$ cat src/rtl/ca2_serial_alu.sv
// Digit-serial two's-complement NEG/ADD/SUB/CMP unit with a registered CVNZ condition code.
// Each clock adds one step-bit digit, LSB digit first, through a chain of full adders.
module ca2_fa (
   input  logic a,
   input  logic b,
   input  logic ci,
   output logic s,
   output logic co
);
   assign s  = a ^ b ^ ci;
   assign co = (a & b) | (ci & (a ^ b));
endmodule

module ca2_serial_alu #(
   parameter int op_size = 4,
   parameter int step    = 1
) (
   input  logic               clk,
   input  logic               rst,
   input  logic               start,
   input  logic [1:0]         op,
   input  logic [op_size-1:0] A,
   input  logic [op_size-1:0] B,
   output logic [op_size-1:0] R,
   output logic [3:0]         CCR,
   output logic               busy,
   output logic               done
);
   localparam int N  = op_size / step;
   localparam int CW = (N > 1) ? $clog2(N) : 1;

   localparam logic [1:0] OP_NEG = 2'b00;
   localparam logic [1:0] OP_ADD = 2'b01;
   localparam logic [1:0] OP_CMP = 2'b11;

   typedef enum logic {IDLE, RUN} state_t;
   state_t state, state_nx;

   logic [CW-1:0]      cnt;
   logic [op_size-1:0] x_sh, y_sh, s_sh, s_nx;
   logic [1:0]         op_q;
   logic               carry;
   logic [step:0]      c;
   logic [step-1:0]    sum_d;
   logic               last;
   logic [3:0]         flags;

   assign c[0] = carry;
   for (genvar i = 0; i < step; i++) begin : g_fa
      ca2_fa u_fa (.a(x_sh[i]), .b(y_sh[i]), .ci(c[i]), .s(sum_d[i]), .co(c[i+1]));
   end

   // New digit enters at the top; after N shifts the full result is aligned.
   assign s_nx = op_size'({sum_d, s_sh} >> step);
   assign last = (state == RUN) && (cnt == CW'(N - 1));
   assign busy = (state == RUN);

   // Only meaningful on the last digit, where c[step-1] is the carry into the MSB.
   assign flags = {(op_q == OP_ADD) ? c[step] : ~c[step],
                   c[step] ^ c[step-1],
                   s_nx[op_size-1],
                   (s_nx == '0)};

   always_comb begin
      state_nx = state;
      case (state)
         IDLE:    if (start) state_nx = RUN;
         RUN:     if (last)  state_nx = IDLE;
         default: state_nx = IDLE;
      endcase
   end

   always_ff @(posedge clk) begin
      if (rst) state <= IDLE;
      else     state <= state_nx;
   end

   always_ff @(posedge clk) begin
      if (rst) begin
         R     <= '0;
         CCR   <= '0;
         done  <= 1'b0;
         cnt   <= '0;
         x_sh  <= '0;
         y_sh  <= '0;
         s_sh  <= '0;
         op_q  <= '0;
         carry <= 1'b0;
      end else begin
         done <= 1'b0;
         if (state == IDLE && start) begin
            op_q <= op;
            cnt  <= '0;
            s_sh <= '0;
            // NEG is 0 + ~A + 1; SUB/CMP is A + ~B + 1.
            x_sh  <= (op == OP_NEG) ? '0 : A;
            y_sh  <= (op == OP_NEG) ? ~A : (op == OP_ADD) ? B : ~B;
            carry <= (op != OP_ADD);
         end else if (state == RUN) begin
            x_sh  <= x_sh >> step;
            y_sh  <= y_sh >> step;
            s_sh  <= s_nx;
            carry <= c[step];
            cnt   <= cnt + CW'(1);
            if (last) begin
               cnt  <= '0;
               done <= 1'b1;
               CCR  <= flags;
               if (op_q != OP_CMP) R <= s_nx;
            end
         end
      end
   end
endmodule

$ cat config.mk
export PLATFORM = sky130hd
export DESIGN_NAME = ca2_serial_alu
export DESIGN_NICKNAME = d
export VERILOG_FILES = /design/src/rtl/ca2_serial_alu.sv
export SDC_FILE = /design/constraint.sdc
export NUM_CORES = 1
export LEC_CHECK = 0
export ABC_CLOCK_PERIOD_IN_PS = 2150
export CORE_ASPECT_RATIO = 0.75
export CORE_MARGIN = 1.5
export CORE_UTILIZATION = 50
export CTS_CLUSTER_DIAMETER = 40
export DETAILED_ROUTE_END_ITERATION = 12
export PLACE_DENSITY_LB_ADDON = 0.2
export REMOVE_ABC_BUFFERS = 1
export SETUP_SLACK_MARGIN = 0.2
export SLEW_MARGIN = 20
export SYNTH_ARGS = -nofsm -noshare
export SYNTH_HDL_FRONTEND = slang
export SYNTH_SLANG_ARGS = --single-unit
export TNS_END_PERCENT = 5
$ cat constraint.sdc
create_clock -name clk -period 2.15 [get_ports clk]
set_clock_uncertainty 0.05 [all_clocks]
set_input_delay 0.3225 -clock clk [delete_from_list [all_inputs] [get_ports clk]]
set_output_delay 0.3225 -clock clk [all_outputs]
set_load 0.01 [all_outputs]
==> results.txt, run 1 <==
Outcome: completed
Overall routing resource usage: 22.3%
Ys async rst share: 0%
Final Hold Slack: 0.424 ns
CP endpoint kind: output pin
Max_cap viols: 0
First-pass GRT wire length: 4.55 mm
Clock sinks: 26
CTS Buf Count: 3
IO Pins: 23
Crit path max-delay cell type: clkdlybuf4s50_1
Most frequent cells in the layout: 26 x dfxtp_1, 22 x clkdlybuf4s50_1, 19 x a21oi_1, 19 x nor2_1, 10 x nand2_1
Sequence of cells on the critical path: clkdlybuf4s50_1
Post-synth cell types: 36
Period utilization: 80.9%
Mean Syn Cell Area: 8.44 sq um
Maximum vdd drop: 442 uV
# hold bufs at CTS: 0
Number of global-route vias before repair: 1015
Total gr overflow: 0
Post-synthesis sequential area ratio: 41.9%
CP Data Arrival Time: 1.37 ns
Crit path max fanout: 5
Worst Hold Class: reg -> reg
Buf+Inv Stages, Crit Path: 1
Post-synth EDFFs: 0
Initial antenna violation count: 0
Critical path class: reg -> out
Port Buffer Count: 22
Post-route ant nets: 0
Worst Tran Pin Value: 0.426 ns
Final Max Slew Viols: 0
Total negative slack: 0 ns
Ys flop type: dfxtp_1
Area growth from synthesis to layout: 20.8%
Vert. Die Dim: 46.2 um
Die Wd: 60.5 um
Dpl cells: 195
Root Driver: clkbuf_4
WP data required: 1.78 ns
Std-Cell Rows: 15
Fin crit period: 1.74 ns
Clk slew on worst S/H paths: 0.13 ns
# Post-CTS Setup Buffers: 0
Yosys reg bits: 26
Overall Power: 916 uW
Synth warn: 0
Initial Utilization: 53.3%
Pre-Repair DR Iteration Count: 4
Die footprint: 0.00279 sq mm
Final nets: 181
CTS tree: done
DRC Markers: 0
Reg2reg path depth: 5
Pwr dens: 611 mW/mm^2
Startpoint Class: flop
DRT Wirelength: 2.64 mm
Post-Syn Instances: 147
RSZ-0062 raised after global routing: no
Diode count: 0
Max Clock Freq: 575 MHz
Final hold vios: 0
Cts repair resizes: 0
Detailed placement HPWL: 2.08 mm
P_leak: 0.534 nW
DR iter-0 viols: 102
Max clock buf depth: 2
Levels on crit path: 1
CTS H-Tree Depth: 1
Routed vias: 1064
Vias per cell: 5.35
Dpl ws: 0.342 ns
WL per Instance: 13.3 um
Core area: 0.00233 sq mm
Skew-Pair Late Insertion Delay: 0.32 ns
Gpl congestion: 0.782
Share of cells above drive strength 1: 7.88%
Post-route insts no fill: 199
Most common cell after layout, fill and taps aside: dfxtp_1
Hold path depth: 2
PnR worst setup slack: 0.411 ns
Pin count of the biggest net entering global routing: 25
Crit path largest cell delay: 0.58 ns
Synthesized cell area: 0.00124 sq mm
CP top delay family: buffers and inverters
Slew HR: 71.5%
Final setup violating endpoints: 0
Yosys cell counts, types with 2 or more instances:
library cell	instances	share of area, %
nand3_1	5	2.0
dfxtp_1	26	42
a221oi_1	2	1.4
a21oi_1	19	7.7
nor2_1	19	5.7
mux2i_1	2	1.6
nor3b_1	7	4.2
clkbuf_1	4	1.2
xnor2_1	2	1.4
nand2_1	10	3.0
a311oi_1	2	1.4
inv_1	9	2.7
o21ai_0	3	1.2
nand2b_1	2	1.0
and2_1	4	2.0
nor2b_1	4	2.0
buf_4	4	2.4
a211oi_1	2	1.2
buf_2	3	1.2
o311ai_0	2	1.4
kinds of logic after synthesis:
| group | share of synthesized area, % |
|---|---|
| adders and majority gates | 2.62 |
| DFF | 41.9 |
| buffers and inverters | 8.47 |
| and+or+nand+nor | 24.4 |
| muxes | 1.61 |
| AOI/OAI and AO/OA | 19.6 |
| xor gates and xnor gates | 1.41 |
where the power goes:
part | internal [mW] | leakage, nW | total, mW | switching, mW
Clock | 0.104 | 0.0210 | 0.245 | 0.141
Sequential | 0.503 | 0.212 | 0.519 | 0.0165
Combinational | 0.0751 | 0.301 | 0.151 | 0.0762
Total | 0.682 | 0.534 | 0.916 | 0.234
flip-flops by register name (all words and copies together) (netlist names):
name / cells
CCR: 4
R: 4
busy: 1
carry: 1
cnt: 2
done: 1
op_q: 2
s_sh: 3
x_sh: 4
y_sh: 4
path summary, 6_finish.rpt:
path / start / endpoint / slack, ns
worst max-delay path: busy / busy / 0.41
worst min-delay path: CCR[2] / CCR[2] / 0.42
worst max register to register: carry / CCR[0] / 0.46
worst min register to register: CCR[2] / CCR[2] / 0.42
stage by stage:
stage	util (%)	instance area, sq um
global placement	62.8	1460
CTS	64.4	1500
detailed placement	62.8	1460
finish	64.4	1500
floorplan	-	1170
global route	64.4	1500
final cells by class:
class	instances	area [sq um]
well taps	34	42.5
clock buffers	4	36.3
flip-flops and latches	26	520
fillers	210	828
repair buffers	26	250
multi-input cells	100	616
inverters	9	33.8
per-layer routing:
| layer | share of wire, % | track usage [%] | routed length [um] |
|---|---|---|---|
| met1 | 46 | 30.1 | 1210 |
| met2 | 47 | 36.5 | 1240 |
| met3 | 7.0 | 6.74 | 186 |
| met4 | 0 | 3.04 | 0 |
| met5 | 0 | 0 | 0 |
(Power assumes the default switching activity.)
==> run 2, diff against run 1 <==
--- a/config.mk
+++ b/config.mk
@@ -5,7 +5,7 @@
 export SDC_FILE = /design/constraint.sdc
 export NUM_CORES = 1
 export LEC_CHECK = 0
-export ABC_CLOCK_PERIOD_IN_PS = 2150
+export ABC_CLOCK_PERIOD_IN_PS = 1700
 export CORE_ASPECT_RATIO = 0.75
 export CORE_MARGIN = 1.5
 export CORE_UTILIZATION = 50
==> constraint.sdc (replaced) <==
create_clock -name clk -period 1.7 [get_ports clk]
set_clock_uncertainty 0.05 [all_clocks]
set_input_delay 0.255 -clock clk [delete_from_list [all_inputs] [get_ports clk]]
set_output_delay 0.255 -clock clk [all_outputs]
set_load 0.01 [all_outputs]
==> run 2 against run 1 <==
Effect of this change: via count up 1.3%; count of clock-buffer cells in the layout stayed put; combinational power is 46% higher; die area is the same; largest power group unchanged; register-to-register slack worse by 0.25 ns; sequential power grew 26%; design area increased by 4.4%; non-clock buffer count up 6.
==> results.txt, run 2 (synthesis results as in run 1) <==
Initial Utilization: 53.3% (unchanged)
Min-Delay Startpoint: CCR[0]
Max Clock Freq: 660 MHz
Gpl congestion: 0.847 (+8.3%)
Multi-input gate area: 631 sq um (+2.4%)
Die Wd: 60.5 um (unchanged)
First-pass GRT wire length: 4.32 mm (-5.0%)
Area growth from synthesis to layout: 26.1%
Layout Cell Area excl Fill: 0.00157 sq mm (+4.4%)
Post-layout util: 67.3% (+2.8 points)
Port Buffer Count: 22 (unchanged)
Critical path class: reg -> out
Crit path max-delay cell type: clkdlybuf4s50_1
CTS H-Tree Depth: 1 (unchanged)
CTS Buf Count: 3 (unchanged)
Pwr dens: 753 mW/mm^2 (+23%)
Core area: 0.00233 sq mm (unchanged)
Root Driver: clkbuf_4
Diode count: 0 (unchanged)
Final Max Slew Viols: 0 (unchanged)
Sequential group share of total power: 55.5% (-1.2 points)
CTS tree: done
Most frequent cells in the layout: 24 x dfxtp_1, 20 x clkdlybuf4s50_1, 19 x a21oi_1, 19 x nor2_1
Final nets: 187 (+3.3%)
Post-place instance area: 0.00150 sq mm (+2.6%)
Skew-Pair Late Insertion Delay: 0.32 ns (about the same)
Maximum vdd drop: 485 uV (+9.6%)
Slew HR: 75.5% (+4.0 points)
Most common cell after layout, fill and taps aside: dfxtp_1
WP data required: 1.39 ns (-0.39 ns)
Detailed placement HPWL: 2.09 mm (+0.53%)
RR Startpoint: carry
Share of cells above drive strength 1: 12.9% (+5.0 points)
Logic pwr share: 18.7% (+2.2 points)
Clock sinks: 26 (unchanged)
Crit path largest cell delay: 0.53 ns (-0.05 ns)
Crit path max fanout: 2 (-3)
Die footprint: 0.00279 sq mm (unchanged)
Std-Cell Rows: 15 (unchanged)
RSZ-0062 raised after global routing: yes
Period utilization: 89.1%
DR iter-0 viols: 65 (-36%)
Overall routing resource usage: 21.3% (-0.97 points)
Number of global-route vias before repair: 950 (-6.4%)
Internal power: 883 uW (+29%)
Final setup violating endpoints: 0 (unchanged)
Sw Pwr: 296 uW (+27%)
CP top delay family: buffers and inverters
CP Data Arrival Time: 1.21 ns (-0.16 ns)
Initial antenna violation count: 0 (unchanged)
Area taken by flip-flops and latches: 526 sq um (+0.96%)
Buf+Inv Stages, Crit Path: 1 (unchanged)
IO Pins: 23 (unchanged)
Outcome: completed
Final hold vios: 0 (unchanged)
Total gr overflow: 0 (unchanged)
Routed vias: 1078 (+1.3%)
Switching share of total power: 25.1% (-0.43 points)
Post-route ant nets: 0 (unchanged)
Max_cap viols: 0 (unchanged)
Sequence of cells on the critical path: clkdlybuf4s50_1
P_leak: 0.600 nW (+12%)
CP endpoint kind: output pin
CP startpoint: CCR[1]
Clock power share: 25.8% (-0.9 points)
Worst Hold Class: reg -> reg
WL per Instance: 13.3 um (+0.12%)
Vert. Die Dim: 46.2 um (unchanged)
DRT Wirelength: 2.73 mm (+3.1%)
Clk slew on worst S/H paths: 0.14 ns (about the same)
Max clock buf depth: 2 (unchanged)
Fin crit period: 1.51 ns
Vias per cell: 5.26 (-1.6%)
Pin count of the biggest net entering global routing: 25 (unchanged)
Startpoint Class: flop
DRC Markers: 0 (unchanged)
Worst Tran Pin Value: 0.368 ns (-0.0589 ns)
Pre-Repair DR Iteration Count: 4 (unchanged)
FILL cells: 213 (+1.4%)
[run 2: changes by cell type in the layout (fill, tap and decap cells not counted), sizes merged]
cell,previous run,this run
clkdlybuf4s50,22,20
buf,4,10
dlymetal6s2s,0,1
dlygate4sd2,0,1
[run 2: path summary, 6_finish.rpt]
check / endpoint / slack [ns] / depth (start not counted)
worst max-delay path: CCR[1] / 0.19 / 1
worst min register to register: CCR[0] / 0.41 / 2
worst max register to register: s_sh[3] / 0.21 / 6
worst min-delay path: CCR[0] / 0.41 / 2
[run 2: per-layer routing]
layer | global-route usage [%] | routed length (um) | up-vias
li1 | - | - | 550
met1 | 29.2 | 1330 | 508
met2 | 34.3 | 1290 | 18
met3 | 5.06 | 82 | 2
met4 | 5.22 | 22 | 0
met5 | 0 | 0 | -
[run 2: timing repair]
| action | in CTS | in global routing |
|---|---|---|
| hold endpoints to repair | 0 | 0 |
| hold buffers | 0 | 0 |
| resized for setup | 4 | 3 |
| endpoints found under the setup margin | 12 | 15 |
| setup buffers | 1 | 0 |
| gates cloned | 0 | 0 |
[run 2: area by class of cell]
cell class,instances,share of cell area [%]
sequential,26,33.6
tap,34,2.72
multi-input combinational,100,40.3
inverter,9,2.16
timing repair buffer,32,18.9
clock buffer,4,2.32
[run 2: power by group through the flow]
stage          registers, mW  clock network [mW]  logic (mW)
6_report               0.654               0.304       0.221
3_5_place_dp           0.670                   0       0.205
3_3_place_gp           0.670                   0       0.200
4_1_cts                0.653               0.320       0.215
2_1_floorplan          0.673                   0      0.0975
5_1_grt                0.658               0.343       0.241
[run 2: per-stage QoR]
| step | instances | total power [mW] | setup TNS (ns) | hold WS (ns) | setup slack (ns) |
|---|---|---|---|---|---|
| 6_report | 205 | 1.18 | 0 | 0.408 | 0.186 |
| 5_1_grt | 205 | 1.24 | 0 | 0.431 | 0.105 |
| 4_1_cts | 205 | 1.19 | 0 | 0.412 | 0.158 |
| 3_5_place_dp | 200 | 0.875 | -0.0756 | 0.395 | -0.0533 |
| 3_3_place_gp | 200 | 0.870 | -0.0128 | 0.392 | -0.0128 |
| 2_1_floorplan | 135 | 0.770 | 0 | 0.274 | 0.0874 |
==> run 3, diff against run 2 <==
--- a/config.mk
+++ b/config.mk
@@ -5,10 +5,10 @@
 export SDC_FILE = /design/constraint.sdc
 export NUM_CORES = 1
 export LEC_CHECK = 0
-export ABC_CLOCK_PERIOD_IN_PS = 1700
 export CORE_ASPECT_RATIO = 0.75
 export CORE_MARGIN = 1.5
 export CORE_UTILIZATION = 50
+export CTS_BUF_LIST = sky130_fd_sc_hd__clkbuf_16
 export CTS_CLUSTER_DIAMETER = 40
 export DETAILED_ROUTE_END_ITERATION = 12
 export PLACE_DENSITY_LB_ADDON = 0.2
==> constraint.sdc (replaced) <==
create_clock -name clk -period 1.5 [get_ports clk]
set_clock_uncertainty 0.05 [all_clocks]
set_input_delay 0.225 -clock clk [delete_from_list [all_inputs] [get_ports clk]]
set_output_delay 0.225 -clock clk [all_outputs]
set_load 0.01 [all_outputs]
==> run 3 against run 2 <==
Effect of this change: flip-flop and latch count unchanged; largest power group unchanged; critical path type is now reg -> reg; non-clock buffer count up 5; worst setup slack worse by 0.17 ns; wire length up 8.6%; largest cell class unchanged; global-route usage up 1.3 points; design area up 8.5%; sequential share of layout area down 2.7 points; highest routed layer unchanged; register-to-register slack worse by 0.20 ns; total power up 36%; count of clock-buffer cells in the layout down 1; sequential power up 14%.
==> results.txt, run 3 (synthesis results as in run 1) <==
Port Buffer Count: 22 (unchanged)
WL per Instance: 14.2 um (+6.5%)
DR iter-0 viols: 51 (-22%)
Outcome: completed
Initial Utilization: 53.3% (unchanged)
Max clock buf depth: 2 (unchanged)
Crit path max fanout: 2 (unchanged)
Sw Pwr: 382 uW (+29%)
Diode count: 0 (unchanged)
Total negative slack: 0 ns (unchanged)
Gpl congestion: 0.852 (+0.57%)
Clk slew on worst S/H paths: 0.06 ns (-0.08 ns)
Pin count of the biggest net entering global routing: 25 (unchanged)
Internal power: 1.22 mW (+38%)
CTS tree: done
Most common cell after layout, fill and taps aside: dfxtp_1
Sequential group share of total power: 46.4% (-9.1 points)
CTS Buf Count: 3 (unchanged)
Post-route insts no fill: 209 (+2.0%)
Final Hold Slack: 0.355 ns (-0.0536 ns)
P_leak: 0.833 nW (+39%)
CP endpoint kind: flop
Post-route ant nets: 0 (unchanged)
Root Driver: clkbuf_16
Logic pwr share: 17.5% (-1.2 points)
Final hold vios: 0 (unchanged)
Maximum vdd drop: 895 uV (+85%)
Fin crit period: 1.49 ns
Vias per cell: 5.22 (-0.64%)
IO Pins: 23 (unchanged)
Startpoint Class: flop
Worst Tran Pin Value: 0.385 ns (+0.0178 ns)
Area growth from synthesis to layout: 36.8%
Die Wd: 60.5 um (unchanged)
Final Max Slew Viols: 0 (unchanged)
Vert. Die Dim: 46.2 um (unchanged)
Multi-input gate area: 649 sq um (+3.0%)
Max Clock Freq: 672 MHz
Worst Hold Class: in -> reg
Final nets: 192 (+2.7%)
Final setup violating endpoints: 0 (unchanged)
WP data required: 1.65 ns (+0.26 ns)
Area taken by flip-flops and latches: 524 sq um (-0.24%)
Max_cap viols: 0 (unchanged)
Clock power share: 36.1% (+10 points)
DRT Wirelength: 2.96 mm (+8.6%)
First-pass GRT wire length: 4.52 mm (+4.6%)
FILL cells: 194 (-8.9%)
Core area: 0.00233 sq mm (unchanged)
Skew-Pair Late Insertion Delay: 0.26 ns (-0.06 ns)
Pre-Repair DR Iteration Count: 4 (unchanged)
Critical path class: reg -> reg
Share of cells above drive strength 1: 20.0% (+7.1 points)
Clock sinks: 26 (unchanged)
DRC Markers: 0 (unchanged)
RSZ-0062 raised after global routing: yes
Post-layout util: 73.0% (+5.7 points)
Die footprint: 0.00279 sq mm (unchanged)
Total gr overflow: 0 (unchanged)
Std-Cell Rows: 15 (unchanged)
Most frequent cells in the layout: 23 x dfxtp_1, 19 x nor2_1, 17 x a21oi_1, 13 x dlymetal6s2s_1, 13 x buf_4
Detailed placement HPWL: 2.11 mm (+0.85%)
Overall routing resource usage: 22.6% (+1.3 points)
CTS H-Tree Depth: 1 (unchanged)
Switching share of total power: 23.8% (-1.3 points)
Slew HR: 73.9% (-1.6 points)
Routed vias: 1092 (+1.3%)
Pwr dens: 944 mW/mm^2 (+25%)
# Post-CTS Setup Buffers: 0 (-1)
Initial antenna violation count: 0 (unchanged)
Period utilization: 99.2%
Number of global-route vias before repair: 993 (+4.5%)
Dpl cells: 206 (+3.0%)
CP Data Arrival Time: 1.64 ns (+0.43 ns)
run 3: cell types whose count changed in the layout (fill, tap and decap cells not counted), moves of 2 or more:
cell / previous run / this run
dlymetal6s2s_1: 1 / 13
clkdlybuf4s50_1: 20 / 9
buf_4: 10 / 13
clkbuf_16: 0 / 3
clkbuf_4: 3 / 0
a21oi_1: 19 / 17
a21oi_2: 0 / 2
buf_6: 0 / 2
dfxtp_2: 1 / 3
o21ai_0: 3 / 1
o21ai_1: 0 / 2
run 3: final cells by class:
type | count | share of cell area, %
Clock buffer | 3 | 4.42
Inverter | 9 | 1.99
Multi-Input combinational cell | 100 | 38.2
Sequential cell | 26 | 30.9
Tap cell | 34 | 2.51
Timing Repair Buffer | 37 | 22.0
run 3: timing repair:
item                       in CTS  in global routing
hold buffers                    0                  0
pin swaps                       2                  4
setup endpoints to repair      23                 30
gates resized for setup         4                 26
run 3: worst paths after layout:
kind	end	slack, ns	startpoint	depth (start not counted)
worst max-delay path	CCR[0]	0.01	carry	5
worst min-delay path	y_sh[3]	0.35	start	3
worst max register to register	CCR[0]	0.01	carry	5
worst min register to register	CCR[2]	0.40	CCR[2]	2
run 3: power by group through the flow:
stage,registers (mW),clock network [mW],logic (mW)
5_1_grt,0.746,0.608,0.303
6_report,0.744,0.578,0.280
4_1_cts,0.743,0.583,0.260
3_3_place_gp,0.756,0,0.242
3_5_place_dp,0.757,0,0.252
2_1_floorplan,0.763,0,0.110
run 3: worst max-delay path, stage by stage (launching register included):
cell     delay, ns
dfxtp_2       0.33
inv_2         0.04
fa_2          0.59
nor4b_2       0.19
nand2_1       0.09
a21oi_2       0.13
run 3: metrics by stage:
| step | cell area (sq um) | setup slack (ns) | total power, mW |
|---|---|---|---|
| finish | 1700 | 0.0117 | 1.60 |
| global route | 1700 | -0.0266 | 1.66 |
| CTS | 1630 | 0.0116 | 1.59 |
| detailed placement | 1550 | -0.197 | 1.01 |
| global placement | 1550 | -0.128 | 0.997 |
| floorplan | 1170 | -0.113 | 0.873 |
run 3: layer usage:
metal	wire (um)	share of wire (%)	global-route usage [%]	vias to the layer above
met3	111	3.7	5.06	4
met4	25	0.84	6.52	0
met1	1340	45	27.5	507
li1	-	-	-	558
met2	1490	50	40.4	23
met5	0	0	0	-
